==> src/rtl/mult_sequencer_pkg.sv <==
// Shared definitions for the shift-add multiplier: opcodes served by HI/LO and FSM states.
// No logic; constants, types and one small decode helper.
// No backpressure of its own.
package mult_sequencer_pkg;

    localparam int unsigned MUL_WIDTH = 16;

    localparam logic [3:0] OP_GHI  = 4'd13;
    localparam logic [3:0] OP_GLO  = 4'd14;
    localparam logic [3:0] OP_MULT = 4'd15;

    typedef enum logic [1:0] {
        S_IDLE = 2'd0,
        S_RUN  = 2'd1,
        S_DONE = 2'd2
    } mul_state_t;

    function automatic logic is_hilo_read(input logic [3:0] op);
        return (op == OP_GHI) || (op == OP_GLO);
    endfunction

endpackage

==> src/rtl/mult_datapath.sv <==
// Operand registers, 2*WIDTH accumulator and WIDTH+1 bit adder for one shift-add step per cycle.
// product is the combinational next accumulator value; it is the final product on the last step.
// No backpressure: load and step are driven by the sequencer FSM.
module mult_datapath
    import mult_sequencer_pkg::*;
#(
    parameter int WIDTH = MUL_WIDTH
) (
    input  logic               clk,
    input  logic               rst,
    input  logic               load,
    input  logic               step,
    input  logic [WIDTH-1:0]   op_a,
    input  logic [WIDTH-1:0]   op_b,
    output logic [2*WIDTH-1:0] product
);

    logic [WIDTH-1:0]   a_q;
    logic [WIDTH-1:0]   b_q;
    logic [2*WIDTH-1:0] acc_q;
    logic [WIDTH:0]     sum;

    // Carry-out of the add lands in the top bit after the right shift.
    always_comb begin
        sum     = {1'b0, acc_q[2*WIDTH-1:WIDTH]} + ({1'b0, a_q} & {(WIDTH+1){b_q[0]}});
        product = (2*WIDTH)'({sum, acc_q[WIDTH-1:0]} >> 1);
    end

    always_ff @(posedge clk or posedge rst) begin
        if (rst) begin
            a_q   <= '0;
            b_q   <= '0;
            acc_q <= '0;
        end else if (load) begin
            a_q   <= op_a;
            b_q   <= op_b;
            acc_q <= '0;
        end else if (step) begin
            acc_q <= product;
            b_q   <= b_q >> 1;
        end
    end

endmodule

==> src/rtl/mult_sequencer.sv <==
// Multi-cycle unsigned multiplier controller owning HI/LO; serves ghi/glo reads and stalls the pipe.
// Latency: accept cycle to done pulse is WIDTH+1 cycles; HI/LO readable in the DONE cycle.
// Backpressure: stall is raised in RUN while a HI/LO read or a new mul is waiting.
module mult_sequencer
    import mult_sequencer_pkg::*;
#(
    parameter int WIDTH = MUL_WIDTH
) (
    input  logic             clk,
    input  logic             rst,
    input  logic             mul,
    input  logic [WIDTH-1:0] op_a,
    input  logic [WIDTH-1:0] op_b,
    input  logic             rd_hilo,
    output logic             busy,
    output logic             stall,
    output logic             done,
    output logic [WIDTH-1:0] hi,
    output logic [WIDTH-1:0] lo
);

    localparam int CNT_W = $clog2(WIDTH);
    localparam logic [CNT_W-1:0] CNT_LAST = CNT_W'(WIDTH - 1);

    mul_state_t         state;
    logic [CNT_W-1:0]   cnt;
    logic               load;
    logic               step;
    logic [2*WIDTH-1:0] product;

    assign load  = mul && ((state == S_IDLE) || (state == S_DONE));
    assign step  = (state == S_RUN);
    // A read in RUN would see stale HI/LO; a mul in RUN is held until DONE accepts it.
    assign stall = step && (rd_hilo || mul);

    mult_datapath #(
        .WIDTH(WIDTH)
    ) u_datapath (
        .clk     (clk),
        .rst     (rst),
        .load    (load),
        .step    (step),
        .op_a    (op_a),
        .op_b    (op_b),
        .product (product)
    );

    always_ff @(posedge clk or posedge rst) begin
        if (rst) begin
            state <= S_IDLE;
            cnt   <= '0;
            busy  <= 1'b0;
            done  <= 1'b0;
            hi    <= '0;
            lo    <= '0;
        end else begin
            done <= 1'b0;
            case (state)
                S_IDLE, S_DONE: begin
                    if (mul) begin
                        state <= S_RUN;
                        cnt   <= '0;
                        busy  <= 1'b1;
                    end else begin
                        state <= S_IDLE;
                    end
                end
                S_RUN: begin
                    if (cnt == CNT_LAST) begin
                        state <= S_DONE;
                        cnt   <= '0;
                        busy  <= 1'b0;
                        done  <= 1'b1;
                        hi    <= product[2*WIDTH-1:WIDTH];
                        lo    <= product[WIDTH-1:0];
                    end else begin
                        cnt <= cnt + 1'b1;
                    end
                end
                default: begin
                    state <= S_IDLE;
                    busy  <= 1'b0;
                end
            endcase
        end
    end

endmodule

==> config.mk <==
export PLATFORM = sky130hd
export DESIGN_NAME = mult_sequencer
export DESIGN_NICKNAME = d
export VERILOG_FILES = /design/src/rtl/mult_sequencer_pkg.sv /design/src/rtl/mult_datapath.sv /design/src/rtl/mult_sequencer.sv
export SDC_FILE = /design/constraint.sdc
export NUM_CORES = 1
export LEC_CHECK = 0
export CORE_MARGIN = 5
export CORE_UTILIZATION = 30
export DETAILED_ROUTE_END_ITERATION = 16
export DONT_BUFFER_PORTS = 1
export PLACE_DENSITY = 0.52
export SYNTH_ARGS = -nofsm -noshare
export SYNTH_HDL_FRONTEND = slang
export SYNTH_HIERARCHICAL = 1
export SYNTH_SLANG_ARGS = --single-unit
==> constraint.sdc <==
create_clock -name clk -period 3.6 [get_ports clk]
set_input_delay 0.72 -clock clk [delete_from_list [all_inputs] [get_ports clk]]
set_output_delay 0.72 -clock clk [all_outputs]
set_load 0.02 [all_outputs]
==> results of run 1 <==
path summary, 6_finish.rpt:
check | startpoint | endpoint | slack (ps) | cells after the start
worst max-delay path | u_datapath/b_q[0]$_DFFE_PP0P_ | hi[15]$_DFFE_PP0P_ | 580 | 11
worst min-delay path | rst | hi[1]$_DFFE_PP0P_ | 370 | 2
worst max register to register | u_datapath/b_q[0]$_DFFE_PP0P_ | hi[15]$_DFFE_PP0P_ | 580 | 11
worst min register to register | state[0]$_DFFE_PP0P_ | busy$_DFFE_PP0P_ | 470 | 1
max in group asynchronous | rst | u_datapath/a_q[5]$_DFFE_PP0P_ | 2260 | 2
min in group clk | state[0]$_DFFE_PP0P_ | busy$_DFFE_PP0P_ | 470 | 1
cells by family (layout without fill, tap and decap cells):
group / after synthesis / after routing
compound gates: 68 / 68
fa+ha+maj: 18 / 18
buf+inv: 53 / 33
flops: 103 / 103
simple gates: 125 / 125
mux: 86 / 86
xor+xnor: 12 / 12
synthesized netlist by cell type (5+ instances only):
master / instances
nor2_1: 34
o21ai_0: 25
nand2_1: 36
clkbuf_1: 20
ha_1: 17
and2_1: 17
mux2_4: 29
nand4_1: 5
a21oi_1: 13
nand3_1: 14
mux2i_1: 36
dfrtp_1: 103
mux2_2: 21
buf_4: 15
xnor2_1: 8
inv_1: 12
through the flow:
| step | util | hold WS, ps |
|---|---|---|
| floorplan | - | 431 |
| global placement | 0.310 | 443 |
| detailed placement | 0.310 | 458 |
| CTS | 0.328 | 385 |
| global route | 0.328 | 417 |
| finish | 0.328 | 372 |
final cells by class:
| cell class | count | area [um^2] | area share |
|---|---|---|---|
| clock buffers | 12 | 246 | 0.0433 |
| clock inverters | 4 | 58.8 | 0.0103 |
| inverters | 12 | 45.0 | 0.00791 |
| repair buffers | 5 | 37.5 | 0.00659 |
| well taps | 225 | 282 | 0.0495 |
| multi-input cells | 309 | 2440 | 0.430 |
| flip-flops and latches | 103 | 2580 | 0.453 |
cell usage in the layout (no fill, tap or decap), drive strengths merged, types with 12 or more instances in the layout:
| cell type | Yosys | layout |
|---|---|---|
| mux2 | 50 | 50 |
| dfrtp | 103 | 103 |
| a21oi | 13 | 13 |
| o21ai | 25 | 25 |
| ha | 17 | 17 |
| and2 | 17 | 17 |
| nand3 | 15 | 15 |
| nand2 | 36 | 36 |
| nor2 | 35 | 35 |
| inv | 12 | 14 |
| mux2i | 36 | 36 |
| clkbuf | 20 | 12 |
sequential cells by signal, summed over array words and instances, names as in the netlist:
register / flops
done: 1
cnt: 4
busy: 1
u_datapath/acc_q: 31
u_datapath/a_q: 16
state: 2
hi: 16
u_datapath/b_q: 16
lo: 16
power groups by stage:
stage / registers (mW) / logic (mW) / clock network [mW]
after floorplan: 2.19 / 2.06 / 0
after global placement: 2.34 / 2.23 / 0
after detailed placement: 2.36 / 2.31 / 0
after CTS: 2.34 / 2.31 / 1.05
after global routing: 2.40 / 2.57 / 1.09
final: 2.32 / 2.29 / 1.00
routing by layer:
metal / wire length, um / GRT usage
met5: 0 / 0
met4: 164 / 0.0337
met3: 751 / 0.0399
met2: 5200 / 0.185
met1: 4800 / 0.137
==> run_results.csv, run 1 <==
group,metric,value,unit
place,dp_hpwl,7.59,mm
clocking,htree_levels,3,
floorplan,fp.coreArea,0.0174,mm^2
synth,synth_warnings,6,
power_and_ir_drop,clkPwrFrac,0.179,
floorplan,rows,48,
worst_hold_path,min_path_type,"in2async",
drt,routed_via_density,4.79,
clocking,clk_pin_slew,70,ps
drt,drc,0,
layout,drive_above_1_share,0.184,
worst_setup_path,crit_type,"reg2reg",
layout,diodes,0,
drt,via_count,3210,
power_and_ir_drop,swShare,0.394,
clocking,cts_setup_buffers,0,
clocking,numCtsBuffers,9,
timing,worst_slack,581,ps
synth,ys_seq_area_frac,0.483,
run_status,status,"complete, no violations",
worst_setup_path,arrival,3260,ps
synth,yosys.area.top_type,"dfrtp_1",
floorplan,initial_core_util,0.307,
grt,grt_max_degree,50,
synth,synth_simple_gate_area_frac,0.119,
timing,max-slew-margin-rel,0.303,
synth,synth.mux.area_fraction,0.193,
place,post_dp_cell_area,0.00539,mm^2
power_and_ir_drop,pwr-share-comb,0.408,
floorplan,die_h,143,um
timing,setup_violations,0,
power_and_ir_drop,power_switching,2.21,mW
place,portBuffers,0,
power_and_ir_drop,p_leak,2.72,nW
floorplan,io_pins,71,
worst_setup_path,critPathSlowestCell,"dfrtp_1",
synth,ys_top_cells_by_area,"dfrtp_1 48%, mux2_4 8.2%, mux2i_1 6.8%, mux2_2 4.4%, ha_1 4.0%",
layout,syn_to_final_growth,6.68,%
clocking,cts_root_buffer,"clkbuf_16",
worst_setup_path,endpoint_kind,"flip-flop",
timing,hold_viol,0,
timing,finalCritPeriodShare,0.839,
job,max_cap_viol_count,0,
power_and_ir_drop,p_seq_frac,0.414,
worst_setup_path,cpPeakStageDelay,520,ps
layout,final.fill_count,1749,
clocking,cts_tree,"done",
grt,antenna_found_initial,0,
timing,maxSlewViolCount,0,
worst_setup_path,cpLargestDelayFamily,"compound AO/OA/AOI/OAI gates",
grt,grt_pass1_vias,3441,
floorplan,die_area,0.0206,mm^2
power_and_ir_drop,peakVddDrop,0.361,mV
grt,grt_usage,0.112,
synth,synth_cell_types,51,
drt,dr.pass1.iters,4,
synth,synth-seq-cells,103,
timing,fin_worst_skew,13.0,ps
timing,period_needed,3020,ps
drt,drtAntennaViolNets,0,
synth,synth_xor_area_frac,0.0197,
synth,syn_avg_cell_area,11.5,um^2
synth,synth_edf_count,0,
synth,synthArstFlopShare,1.00,
clocking,clockBufferDepth,2,
worst_setup_path,critical_path_buf_inv_count,1,
layout,final_cell_count_no_fill,670,
synth,syn_area,0.00534,mm^2
power_and_ir_drop,powerDensity,986,mW/mm^2
layout,stdcell_area,0.00569,mm^2
timing,rsz0062_at_grt,"false",
clocking,cts_resized,0,
clocking,numClockSinks,103,
drt,routed_wl,10.9,mm
drt,dr.first_iter.drc_count,160,
synth,synth-compound-area-share,0.0826,
synth,synth_top_family_by_area,"multiplexers",
grt,grt_pass1_wl,18.1,mm
worst_setup_path,crit_chain,"and2_1 > ha_1 > inv_1 > fa_1 > nor2b_4 > o31a_1 > o31a_1 > a221o_2 > o21ai_0 > nand2_1 > mux2_4",
layout,finalNetCount,494,
place,place_ws,559,ps
clocking,holdBufCountCts,0,
worst_setup_path,cp_data_required_time,3840,ps
synth,synth_top_cell_area_share,0.483,
timing,fmax,331,MHz
drt,wl_per_cell,16.3,um
timing,tightest_slew,1040,ps
worst_setup_path,crit_top_cell,"o31a_1",
floorplan,fp.dieW,143,um
clocking,clock_latency,350,ps
synth,synthCells,465,
grt,gr-total-overflow,0,
worst_setup_path,cp-start-kind,"flip-flop",
synth,synthAdderAreaFrac,0.0436,
place,place_congestion,0.833,
place,dp_cells,654,
synth,synth_nets,519,
synth,yosys_most_used_dff,"dfrtp_1",
worst_setup_path,crit_fanout,17,
power_and_ir_drop,power,5.61,mW
power_and_ir_drop,power.internal,3.40,mW
timing,tns,0,ps
Power figures use the tool's default switching activity.
==> run 2, diff against run 1 <==
- clock period: 3.6 -> 3.06 ns (I/O delays scaled with it)
==> run_results.csv, run 2 (synthesis gave the netlist of run 1 again) <==
group,metric,value,unit
floorplan,initial_core_util,0.307,
grt,antenna_found_initial,0,
clocking,clockBufferDepth,2,
power_and_ir_drop,power,6.53,mW
worst_setup_path,arrival,3080,ps
power_and_ir_drop,power_switching,2.57,mW
layout,drive_above_1_share,0.192,
layout,syn_to_final_growth,6.87,%
worst_setup_path,cp-start-kind,"flip-flop",
layout,multi_input_area,0.00244,mm^2
grt,grt_pass1_vias,3259,
layout,finalNetCount,497,
worst_setup_path,cpLargestDelayFamily,"compound AO/OA/AOI/OAI gates",
power_and_ir_drop,p_seq_frac,0.413,
grt,gr-total-overflow,0,
place,place_ws,219,ps
timing,tns,0,ps
power_and_ir_drop,clkPwrFrac,0.171,
place,dp_cells,657,
grt,grt_pass1_wl,17.5,mm
clocking,cts_tree,"done",
timing,maxSlewViolCount,0,
drt,routed_via_density,4.77,
worst_setup_path,critPathSlowestCell,"a221o_2",
timing,fin_worst_skew,12.5,ps
worst_setup_path,critical_path_buf_inv_count,1,
drt,routed_wl,10.7,mm
timing,finalCritPeriodShare,0.929,
clocking,clock_latency,350,ps
worst_setup_path,endpoint_kind,"flip-flop",
power_and_ir_drop,swShare,0.394,
drt,drc,0,
worst_setup_path,crit_chain,"and2_1 > ha_1 > inv_1 > fa_1 > nor2b_4 > o31a_1 > o31a_1 > a221o_2 > o21ai_0 > nand2_1 > mux2_4",
timing,worst_slack,217,ps
drt,via_count,3203,
place,portBuffers,0,
worst_setup_path,crit_type,"reg2reg",
drt,wl_per_cell,15.9,um
clocking,clk_pin_slew,70,ps
layout,layout_commonest_cell,"dfrtp_1",
clocking,htree_levels,3,
clocking,cts_resized,0,
place,place_congestion,0.880,
floorplan,die_area,0.0206,mm^2
clocking,numCtsBuffers,9,
drt,dr.first_iter.drc_count,116,
clocking,cts_setup_buffers,0,
power_and_ir_drop,powerDensity,1150,mW/mm^2
floorplan,fp.coreArea,0.0174,mm^2
layout,final_cell_mix,"103 x dfrtp_1, 36 x nand2_1, 36 x mux2i_1",
layout,seqCellArea,0.00258,mm^2
timing,fmax,352,MHz
place,dp_hpwl,7.73,mm
run_status,status,"complete, no violations",
floorplan,rows,48,
worst_setup_path,cp_data_required_time,3300,ps
clocking,holdBufCountCts,0,
layout,regMostFlops,"u_datapath/acc_q",
clocking,cts_root_buffer,"clkbuf_16",
timing,tightest_slew,806,ps
timing,period_needed,2840,ps
grt,grt_max_degree,38,
job,max_cap_viol_count,0,
timing,rsz0062_at_grt,"false",
drt,drtAntennaViolNets,0,
layout,final_cell_count_no_fill,672,
layout,final.fill_count,1743,
worst_setup_path,crit_fanout,7,
clocking,numClockSinks,103,
floorplan,die_h,143,um
timing,setup_violations,0,
drt,dr.pass1.iters,5,
layout,largest_reg_flops,31,
timing,hold_viol,0,
power_and_ir_drop,power.internal,3.96,mW
worst_setup_path,crit_top_cell,"o31a_1",
power_and_ir_drop,p_leak,2.73,nW
power_and_ir_drop,peakVddDrop,0.462,mV
grt,grt_usage,0.108,
floorplan,io_pins,71,
power_and_ir_drop,pwr-share-comb,0.416,
timing,holdWs,163,ps
floorplan,fp.dieW,143,um
timing,max-slew-margin-rel,0.459,
worst_setup_path,cpPeakStageDelay,450,ps
layout,diodes,0,
worst_hold_path,min_path_type,"in2async",
-- run 2: cell count changes in the layout (fill, tap and decap cells not counted) --
cell       previous run  this run
buf_4                 5         8
clkbuf_1              2         0
clkbuf_8              1         3
clkinv_4              0         2
bufinv_16             1         0
inv_6                 2         1
inv_8                 1         0
-- run 2: final timing paths --
path / start / end / slack (ps) / depth (start not counted)
max: u_datapath/b_q[0]$_DFFE_PP0P_ / hi[15]$_DFFE_PP0P_ / 220 / 11
min: rst / u_datapath/acc_q[16]$_DFFE_PP0P_ / 160 / 1
max reg2reg: u_datapath/b_q[0]$_DFFE_PP0P_ / hi[15]$_DFFE_PP0P_ / 220 / 11
min reg2reg: state[0]$_DFFE_PP0P_ / busy$_DFFE_PP0P_ / 470 / 1
max in group asynchronous: rst / u_datapath/b_q[0]$_DFFE_PP0P_ / 2140 / 2
min in group clk: op_b[13] / u_datapath/b_q[13]$_DFFE_PP0P_ / 390 / 2
-- run 2: area by class of cell --
class | instances | share of cell area
repair buffers | 8 | 0.0105
inverters | 12 | 0.00790
clock inverters | 3 | 0.00461
multi-input cells | 309 | 0.429
well taps | 225 | 0.0494
clock buffers | 12 | 0.0467
flip-flops and latches | 103 | 0.452
-- run 2: power by group through the flow --
stage	logic, mW	clock network [mW]	registers, mW
global placement	2.67	0	2.73
detailed placement	2.74	0	2.75
floorplan	2.42	0	2.57
finish	2.72	1.12	2.70
CTS	2.75	1.16	2.73
global route	3.05	1.21	2.79
-- run 2: per-layer routing --
metal,vias to the layer above,global-route usage,share of wire
met4,0,0.0327,0.013
met1,1548,0.136,0.45
met5,-,0,0
met2,73,0.175,0.47
li1,1572,-,-
met3,10,0.0419,0.070
-- run 2: stage by stage --
stage,utilization,area (um^2)
3_3_place_gp,0.312,5410
5_1_grt,0.329,5700
3_5_place_dp,0.312,5410
4_1_cts,0.329,5700
2_1_floorplan,-,5340
6_report,0.329,5700
-- run 2: worst register-to-register path, cell delays in order, from the launching register on --
cell and delay (ps):
dfrtp_1 410, and2_1 150, ha_1 180, inv_1 70, fa_1 250, nor2b_4 60
o31a_1 270, o31a_1 310, a221o_2 450, o21ai_0 250, nand2_1 90, mux2_4 250
==> run 3, diff against run 2 <==
- CTS_BUF_LIST: default -> sky130_fd_sc_hd__clkbuf_4 sky130_fd_sc_hd__clkbuf_8
- HOLD_SLACK_MARGIN: default -> 0.15
- SETUP_SLACK_MARGIN: default -> 0.05
==> run_results.csv, run 3 (synthesis gave the netlist of run 1 again) <==
group,metric,value,unit
worst_setup_path,critPathLaunch,"u_datapath/b_q[0]$_DFFE_PP0P_",
layout,layout_commonest_cell,"dfrtp_1",
power_and_ir_drop,powerDensity,1110,mW/mm^2
grt,antenna_found_initial,0,
worst_setup_path,r2r-end,"hi[12]$_DFFE_PP0P_",
grt,grt_pass1_vias,3256,
timing,fmax,355,MHz
drt,via_count,3177,
clocking,cts_setup_buffers,0,
drt,routed_via_density,4.72,
clocking,clock_latency,380,ps
worst_setup_path,cpLargestDelayFamily,"compound AO/OA/AOI/OAI gates",
worst_setup_path,endpoint_kind,"flip-flop",
grt,gr-total-overflow,0,
drt,dr.pass1.iters,4,
layout,diodes,0,
clocking,clk_pin_slew,110,ps
layout,finalNetCount,498,
drt,wl_per_cell,15.9,um
floorplan,io_pins,71,
timing,hold_viol,0,
grt,grt_usage,0.109,
place,portBuffers,0,
worst_hold_path,min_path_type,"in2async",
timing,finalCritPeriodShare,0.919,
layout,final.fill_count,1752,
clocking,numCtsBuffers,9,
timing,tns,0,ps
clocking,numClockSinks,103,
timing,period_needed,2810,ps
drt,drtAntennaViolNets,0,
job,max_cap_viol_count,0,
drt,drc,0,
layout,largest_reg_flops,31,
floorplan,rows,48,
layout,syn_to_final_growth,5.16,%
worst_setup_path,cp_data_required_time,3330,ps
worst_setup_path,rr_startpoint,"u_datapath/b_q[0]$_DFFE_PP0P_",
worst_setup_path,r2r_setup_slack,250,ps
floorplan,die_area,0.0206,mm^2
drt,routed_wl,10.7,mm
power_and_ir_drop,peakVddDrop,0.450,mV
place,dp_hpwl,7.73,mm
worst_setup_path,critPathSlowestCell,"a221oi_1",
clocking,htree_levels,3,
worst_setup_path,crit_chain,"buf_4 > and2_1 > ha_1 > a21oi_1 > o211ai_1 > a31o_2 > a221oi_1 > xnor2_1 > mux2_4",
worst_setup_path,cp-start-kind,"flip-flop",
place,place_congestion,0.880,
worst_setup_path,worstSetupEndpoint,"hi[12]$_DFFE_PP0P_",
worst_setup_path,arrival,3090,ps
floorplan,fp.coreArea,0.0174,mm^2
worst_setup_path,crit_type,"reg2reg",
floorplan,fp.dieW,143,um
worst_setup_path,cpPeakStageDelay,480,ps
timing,tightest_slew,806,ps
clocking,clockBufferDepth,2,
layout,postLayoutCoreUtil,0.323,
clocking,cts_root_buffer,"clkbuf_8",
timing,rsz0062_at_grt,"false",
layout,drive_above_1_share,0.192,
run_status,status,"complete, no violations",
power_and_ir_drop,p_leak,2.68,nW
worst_setup_path,rr_worst_depth,9,
floorplan,initial_core_util,0.307,
timing,maxSlewViolCount,0,
worst_setup_path,critical_path_buf_inv_count,1,
timing,fin_worst_skew,18.3,ps
grt,grt_pass1_wl,17.5,mm
timing,setup_violations,0,
layout,regMostFlops,"u_datapath/acc_q",
floorplan,die_h,143,um
grt,grt_max_degree,38,
drt,dr.first_iter.drc_count,137,
worst_setup_path,crit_fanout,13,
layout,final_cell_mix,"103 x dfrtp_1, 36 x nand2_1, 36 x mux2i_1",
timing,max-slew-margin-rel,0.459,
clocking,cts_tree,"done",
worst_setup_path,cp_num_cells,9,
## run 3: worst min-delay path by stage
stage / from / end
global placement: state[0]$_DFFE_PP0P_ / busy$_DFFE_PP0P_
finish: rst / lo[13]$_DFFE_PP0P_
CTS: rst / lo[13]$_DFFE_PP0P_
global route: rst / lo[13]$_DFFE_PP0P_
floorplan: state[0]$_DFFE_PP0P_ / busy$_DFFE_PP0P_
detailed placement: state[0]$_DFFE_PP0P_ / busy$_DFFE_PP0P_
## run 3: stage by stage
stage               hold WS (ps)  area, um^2  worst slack, ps  power (mW)  cells
floorplan                    431        5340              240        4.99    465
global placement             453        5410              281        5.40    657
detailed placement           457        5410              219        5.49    657
CTS                          162        5610              218        6.35    673
global route                 180        5610             70.9        6.76    673
finish                       152        5610              246        6.25    673
## run 3: repair_timing
action	in CTS	in global routing
setup endpoints to repair	0	1
hold endpoints to repair	19	0
hold buffers	1	0
gates resized for setup	0	1
## run 3: power by group
group,internal (mW),leakage (nW),total (mW),switching [mW]
Clock,0.364,0.0990,0.831,0.467
Sequential,1.99,1.28,2.70,0.701
Combinational,1.34,1.30,2.72,1.38
Total,3.70,2.68,6.25,2.55
## run 3: area by class of cell
class / count / area, um^2 / share of cell area
sequential: 103 / 2580 / 0.459
multi-input combinational: 309 / 2440 / 0.436
tap: 225 / 282 / 0.0502
clock buffer: 12 / 165 / 0.0294
timing repair buffer: 9 / 70.1 / 0.0125
inverter: 12 / 45.0 / 0.00803
clock inverter: 3 / 26.3 / 0.00468
## run 3: metal layers
metal / wire length [um] / track usage / vias to the layer above
met5: 0 / 0 / -
met4: 119 / 0.0268 / 0
met3: 779 / 0.0499 / 9
met2: 5000 / 0.174 / 67
met1: 4800 / 0.136 / 1532
li1: - / - / 1569
